===== config.mk =====
export PLATFORM = sky130hd
export DESIGN_NAME = mac_ctrl
export DESIGN_NICKNAME = d
export VERILOG_FILES = /design/src/rtl/mac_ctrl.sv
export SDC_FILE = /design/constraint.sdc
export NUM_CORES = 1
export LEC_CHECK = 0
export ABC_AREA = 1
export BUFFER_PORTS_ARGS = -buffer_cell sky130_fd_sc_hd__buf_4
export CORE_UTILIZATION = 25
export CTS_CLUSTER_SIZE = 20
export DETAILED_ROUTE_END_ITERATION = 10
export GPL_ROUTABILITY_DRIVEN = 0
export GPL_TIMING_DRIVEN = 0
export PLACE_DENSITY = 0.53
export SETUP_SLACK_MARGIN = 0.4
export SKIP_CTS_REPAIR_TIMING = 1
export SYNTH_ARGS = -nofsm -noshare
export SYNTH_HDL_FRONTEND = slang
export SYNTH_SLANG_ARGS = --single-unit

===== constraint.sdc =====
create_clock -name clk -period 1.69 [get_ports clk]
set_input_delay 0.169 -clock clk [delete_from_list [all_inputs] [get_ports clk]]
set_output_delay 0.169 -clock clk [all_outputs]
set_load 0.05 [all_outputs]

===== src/rtl/mac_ctrl.sv =====
// Controller that loads three weights into a MAC, streams feature windows through it
// and returns each captured result over a valid/ready handshake.
module mac_ctrl #(
    parameter int DATA_BIT = 16,
    parameter int MAC_LAT  = 2
) (
    input  logic                  clk,
    input  logic                  rst,
    input  logic                  w_valid,
    output logic                  w_ready,
    input  logic [DATA_BIT-1:0]   w_data,
    input  logic                  f_valid,
    output logic                  f_ready,
    input  logic [DATA_BIT-1:0]   f_data,
    input  logic                  reconf,
    output logic                  res_valid,
    input  logic                  res_ready,
    output logic [2*DATA_BIT+1:0] res_data,
    output logic                  mac_clear,
    output logic                  mac_w_w,
    output logic [DATA_BIT-1:0]   mac_w_in,
    output logic                  mac_if_w,
    output logic [DATA_BIT-1:0]   mac_if_in,
    input  logic [2*DATA_BIT+1:0] mac_out,
    output logic                  busy
);

    localparam int RES_W = 2 * DATA_BIT + 2;
    localparam int LAT_W = (MAC_LAT > 0) ? $clog2(MAC_LAT + 1) : 1;

    typedef enum logic [2:0] {
        IDLE,
        CLR,
        PUSH_W,
        LOAD_F,
        WAIT,
        RESP
    } state_t;

    state_t               state_q, state_d;
    logic [1:0]           w_cnt_q, w_cnt_d;
    logic [1:0]           f_cnt_q, f_cnt_d;
    logic [1:0]           p_cnt_q, p_cnt_d;
    logic [LAT_W-1:0]     lat_q, lat_d;
    logic [DATA_BIT-1:0]  shadow_q [3];
    logic [DATA_BIT-1:0]  shadow_d [3];
    logic                 res_valid_q, res_valid_d;
    logic [RES_W-1:0]     res_data_q, res_data_d;
    logic                 mac_clear_q, mac_clear_d;
    logic                 mac_w_w_q, mac_w_w_d;
    logic [DATA_BIT-1:0]  mac_w_in_q, mac_w_in_d;
    logic                 mac_if_w_q, mac_if_w_d;
    logic [DATA_BIT-1:0]  mac_if_in_q, mac_if_in_d;

    logic w_acc;
    logic f_acc;

    // Ready terms are gated by rst so nothing is offered while reset is held.
    assign w_ready = (state_q == IDLE) && !rst;
    assign f_ready = (state_q == LOAD_F) && !rst;
    assign busy    = (state_q != IDLE);
    assign w_acc   = w_valid && w_ready;
    assign f_acc   = f_valid && f_ready;

    always_comb begin
        // NOTE: every signal gets a default before the case so no path leaves one unassigned (no latches).
        state_d     = state_q;
        w_cnt_d     = w_cnt_q;
        f_cnt_d     = f_cnt_q;
        p_cnt_d     = p_cnt_q;
        lat_d       = lat_q;
        shadow_d    = shadow_q;
        res_valid_d = res_valid_q;
        res_data_d  = res_data_q;
        mac_clear_d = 1'b0;
        mac_w_w_d   = 1'b0;
        mac_w_in_d  = '0;
        mac_if_w_d  = 1'b0;
        mac_if_in_d = '0;

        unique case (state_q)
            IDLE: begin
                if (w_acc) begin
                    shadow_d[w_cnt_q] = w_data;
                    if (w_cnt_q == 2'd2) begin
                        w_cnt_d     = '0;
                        state_d     = CLR;
                        mac_clear_d = 1'b1;
                    end else begin
                        w_cnt_d = w_cnt_q + 2'd1;
                    end
                end
            end
            CLR: begin
                // p_cnt holds the index of the weight to present in the next cycle.
                state_d    = PUSH_W;
                p_cnt_d    = 2'd1;
                mac_w_w_d  = 1'b1;
                mac_w_in_d = shadow_q[0];
            end
            PUSH_W: begin
                if (p_cnt_q == 2'd3) begin
                    p_cnt_d = '0;
                    state_d = LOAD_F;
                end else begin
                    mac_w_w_d  = 1'b1;
                    mac_w_in_d = shadow_q[p_cnt_q];
                    p_cnt_d    = p_cnt_q + 2'd1;
                end
            end
            LOAD_F: begin
                if (f_acc) begin
                    mac_if_w_d  = 1'b1;
                    mac_if_in_d = f_data;
                    if (f_cnt_q == 2'd2) begin
                        f_cnt_d = '0;
                        lat_d   = '0;
                        state_d = WAIT;
                    end else begin
                        f_cnt_d = f_cnt_q + 2'd1;
                    end
                end
            end
            WAIT: begin
                if (lat_q == LAT_W'(MAC_LAT)) begin
                    lat_d       = '0;
                    res_data_d  = mac_out;
                    res_valid_d = 1'b1;
                    state_d     = RESP;
                end else begin
                    lat_d = lat_q + LAT_W'(1);
                end
            end
            RESP: begin
                if (res_ready) begin
                    res_valid_d = 1'b0;
                    if (reconf) begin
                        state_d = IDLE;
                    end else begin
                        state_d     = CLR;
                        mac_clear_d = 1'b1;
                    end
                end
            end
            default: state_d = IDLE;
        endcase
    end

    always_ff @(posedge clk) begin
        if (rst) begin
            state_q     <= IDLE;
            w_cnt_q     <= '0;
            f_cnt_q     <= '0;
            p_cnt_q     <= '0;
            lat_q       <= '0;
            // NOTE: the three-entry shadow file is plain flops, so clearing it on reset is cheap and expected.
            shadow_q    <= '{default: '0};
            res_valid_q <= 1'b0;
            res_data_q  <= '0;
            mac_clear_q <= 1'b0;
            mac_w_w_q   <= 1'b0;
            mac_w_in_q  <= '0;
            mac_if_w_q  <= 1'b0;
            mac_if_in_q <= '0;
        end else begin
            state_q     <= state_d;
            w_cnt_q     <= w_cnt_d;
            f_cnt_q     <= f_cnt_d;
            p_cnt_q     <= p_cnt_d;
            lat_q       <= lat_d;
            shadow_q    <= shadow_d;
            res_valid_q <= res_valid_d;
            res_data_q  <= res_data_d;
            mac_clear_q <= mac_clear_d;
            mac_w_w_q   <= mac_w_w_d;
            mac_w_in_q  <= mac_w_in_d;
            mac_if_w_q  <= mac_if_w_d;
            mac_if_in_q <= mac_if_in_d;
        end
    end

    assign res_valid = res_valid_q;
    assign res_data  = res_data_q;
    assign mac_clear = mac_clear_q;
    assign mac_w_w   = mac_w_w_q;
    assign mac_w_in  = mac_w_in_q;
    assign mac_if_w  = mac_if_w_q;
    assign mac_if_in = mac_if_in_q;

endmodule

After elaboration in Yosys (flattened, before gate mapping)
Index checks and enable logic that the tools add are counted.

cells by class
  bitwise logic cells = 4
  reductions and logical operators = 19
  add/subtract/negate cells = 4
  multiplexer cells = 36
  eq/ne operators = 16
  magnitude comparators = 3

operators by type and width
  cell                   count
  $mux W16               4
  $bwmux W48             1
  $bmux W16 S2           1
  $demux W16 S2          1
  $pmux W16 S2           1
  $mux W3                7
  $pmux W3 S6            1
  $mux W2                6
  $ne A2 B2 Y1 const B   5
  $mux W1                9
  $add A2 B1 Y2 const B  4
  $eq A2 B2 Y1 const B   4
  $pmux W2 S2            2
  $reduce_and A7 Y1      1
  $eq A3 B2 Y1 const B   2
  $eq A3 B3 Y1 const B   2
  $ge A3 B3 Y1 const B   2
  $not A2 Y3             2
  $pmux W1 S2            3
  $reduce_and A2 Y1      3
  $reduce_and A3 Y1      2
  $reduce_bool A2 Y1     3
  $logic_and A1 B1 Y1    5
  $ne A2 B1 Y1 const B   2
  other kinds (8)        9

storage, ports and cells
  input bits = 72
  register bits = 129
  logic and storage cells = 97

Logic depth before layout (Yosys ltp)
  depth after elaboration = 6
  gate-level depth with buffers = 11
  depth with buffers taken out = 10

Worst setup path after synthesis
Ideal clock, no wire load.

  path type = register to register
  from = reg state_q[1]
  to = reg shadow_q[1] (netlist bit)
  slack = -0.283 ns
  period minus slack after synthesis = 1.973 ns
  data arrival time = 1.856 ns
  cell stages (with the launch flop) = 9
  required time = 1.573 ns
  path through = dfxtp_1 > buf_6 > nor2_4 > nand2_4 > nor2_2 > nand4_1 > clkbuf_1 > o21ai_0 > nor2_1

between the ends
  word-level cells in the longest chain between the ends = 4

RTL lines
  element                             RTL line  RTL
  start, declared                     40        state_t state_q, state_d;
  start signal, assigned              166       state_q <= state_d;
  $logic_not A3 Y1                    59        assign w_ready = (state_q == IDLE) && !rst;
  $logic_and A1 B1 Y1                 59
  via w_ready                         10        output logic w_ready,
  $logic_and A1 B1 Y1                 62        assign w_acc = w_valid && w_ready;
  $reduce_and A2 Y1 (no source line)  -
  end signal, assigned                171       shadow_q <= shadow_d;
  end, declared                       45        logic [DATA_BIT-1:0] shadow_q [3];

The timed path passes the listed nets, and every way through them passes these cells.
A chain may end at the register's enable or synchronous reset.

Worst setup path after layout
  from = reg state_q[1]
  to = reg shadow_q[5] (netlist bit)

between the ends
  word-level cells in the longest chain between the ends = 4

RTL lines
  element                                 RTL line
  $logic_not A3 Y1 (*)                    59, 81
  $logic_and A1 B1 Y1                     59
  $logic_and A1 B1 Y1                     62
  $reduce_and A2 Y1 (no source line) (*)  -

Every way passes the cells marked *; elsewhere a longest branch is shown, timed or not.

==> metrics <==
status complete, but fails checks; failing checks hold timing; Area growth syn-to-layout 74.8%; metal3 WL 1160 um; Crit-path slowest cell dfxtp_1; min cycle time layout 1640 ps; CP Launch Type flip-flop; clock skew 9.52 ps; Sw Pwr 0.00193 W; IO Port Bufs 144; clk sinks 129; Cells after Synth 664; Post-DP Area 6460 um2; DRC violations left 0; Finished Cell Area 8680 um2; post-DP HPWL 10200 um; Final Core Density 44.6%; Worst EP arrival 1950 ps; Int Power 0.00603 W; routed wl met2 7810 um; die width 143 um; Seq/Total Area, Yosys 52.0%; Skew-Pair Late Insertion Delay 420 ps; Starting Density 25.5%; maximum vdd ir drop 0.730 mV; switching share of power 24.2%; CP Class reg -> reg; routed vias 5130; Setup crit end kind flip-flop; Syn Nets 737; GR Overflow Total 0; cell row count 51; I/O pin total 145; clock root buffer clkbuf_16; RSZ-0062 raised after global routing yes; CTS HTree Levels 4; Synth Area per Inst 7.48 um2; Synth Warn # 0; Core ar. 19500 um2; uppermost layer routed met4; final setup vio count 0; Worst EP required 2000 ps; worst-margin pin slew 726 ps; height of the die 143 um; PD cells 917 nW/um2; Worst path max stage delay 310 ps; Final Cycle Share 96.8%; clock share of power 50.4%; largest net degree at the start of global routing 17; vias per cell 4.31; Netlist cell types 28; static leakage 3.76 nW; Slew headroom 51.6%; wl on met1 7200 um; TritonCTS clock tree yes; GRT Total Usage 15.1%; Routed WL 16400 um; part of the power in registers 39.4%; Max-Cap Viols 0; die area 20400 um2; worst setup margin 54.2 ps; clk slew on worst S/H paths 60 ps; Hold Path Class in -> reg; Routed Antenna Nets 0; first-pass GRT wire length 23200 um; CP max FO 6; worst slack at placement -179 ps; WL/cell 13.7 um; n_diodes 0; hold slack -30.0 ps; FF+latch count, synth 129; final hold vios 3; worst path cell trace buf_6 > nor2_4 > nand2_8 > nor2_4 > nand4_1 > buf_6 > buf_8 > o21ai_2 > nor2_1; Max Clk Rate 611 MHz; deepest clock path buffer count 2; vias in the first global route 4474; DRT iter0 DRCs 222; DR pass1 iterations 5; proportion of layout cells with a drive suffix above 1 41.4%; TritonCTS Buffers 17; Pins Over Slew Limit 0; power share of the combinational group 10.2%; initial antenna violation count 0; Syn Std Cell Area 4970 um2; Layout Nets 985
registers in the layout (all words and copies together) (netlist names), 3 cells and up:
register / flops
shadow_q: 48
mac_w_in: 16
res_data: 34
mac_if_in: 16
state_q: 3
power by group through the flow:
stage          Combinational, W  Sequential [W]  Clock [W]
6_report               0.000811         0.00314    0.00401
5_1_grt                0.000890         0.00315    0.00425
4_1_cts                0.000562         0.00314    0.00414
3_5_place_dp           0.000560         0.00321          0
3_3_place_gp           0.000558         0.00321          0
2_1_floorplan          0.000316         0.00320          0
routing by layer:
metal,up-vias,global-route usage [%]
met5,-,0
met4,0,5.26
met3,14,5.73
met2,139,23.2
met1,2340,19.3
li1,2637,-
kinds of logic after synthesis:
group,Yosys count,share of synthesized area (%)
AO/OA/AOI/OAI,143,15.1
flip-flops,129,52.0
AND/OR/NAND/NOR,306,25.3
buffers and inverters,85,7.36
adder cells (fa/ha/maj),1,0.252
placed cells by master (no fill, tap or decap), drive strengths merged:
master,Yosys,layout
clkinvlp,0,3
nor2,218,218
buf,16,198
clkbuf,20,37
o211ai,1,1
clkinv,2,7
dlygate4sd3,0,47
dfxtp,129,129
nand3,24,24
a21oi,31,31
a211oi,1,1
a31oi,1,1
bufinv,0,4
nand2,60,60
o21ai,98,98
o31ai,11,11
nand4,3,3
nor3,1,1
ha,1,1
inv,47,50
cell usage after synthesis:
library cell,n,area share (%)
nand2_4,1,0.23
a21oi_1,31,3.1
nand3_1,22,2.2
nor2_1,213,16
o21ai_1,6,0.60
a211oi_1,1,0.15
inv_2,5,0.38
o211ai_1,1,0.15
a31oi_1,1,0.13
ha_1,1,0.25
nand3_4,2,0.71
inv_1,42,3.2
nor3_4,1,0.33
buf_4,1,0.15
clkinv_2,2,0.20
nor2_2,3,0.38
buf_1,1,0.076
o31ai_1,11,1.7
buf_6,2,0.45
buf_8,1,0.30
buf_2,11,1.1
nand2_1,58,4.4
o21ai_0,92,9.3
nor2_4,2,0.45
nand2_2,1,0.13
dfxtp_1,129,52
clkbuf_1,20,1.5
nand4_1,3,0.38
area by class of cell:
class / instances / area [um2]
buffer: 36 / 350
clock buffer: 18 / 439
clock inverter: 14 / 204
fill: 1929 / 10800
inverter: 49 / 219
multi-input combinational: 450 / 2500
sequential: 129 / 2590
tap: 265 / 332
timing repair buffer: 228 / 2040
timing repair inverter: 1 / 6.26
worst max-delay path, delay by kind of cell, from the launching register on:
family | cells | cell delay [ps]
compound gates | 1 | 130
simple gates | 5 | 620
flops | 1 | 310
buf+inv | 3 | 470
path summary, 6_finish.rpt:
path	startpoint	to	slack (ps)	cells after the start
min	mac_out[18]	res_data[18]	-30	3
min reg2reg	shadow_q[13]	shadow_q[13]	450	2
max reg2reg	state_q[1]	shadow_q[5]	50	9
max	state_q[1]	shadow_q[5]	50	9
stage by stage:
stage	power, W	setup TNS, ps	std cells	hold WS [ps]
finish	0.00796	0	1190	-30.0
global route	0.00828	-51.8	1190	6.17
CTS	0.00784	-370	1105	-60.2
detailed placement	0.00377	-3880	1073	387
global placement	0.00376	-4300	1073	382
floorplan	0.00352	-447	664	281
No activity file was read; power rests on OpenSTA's default activity.
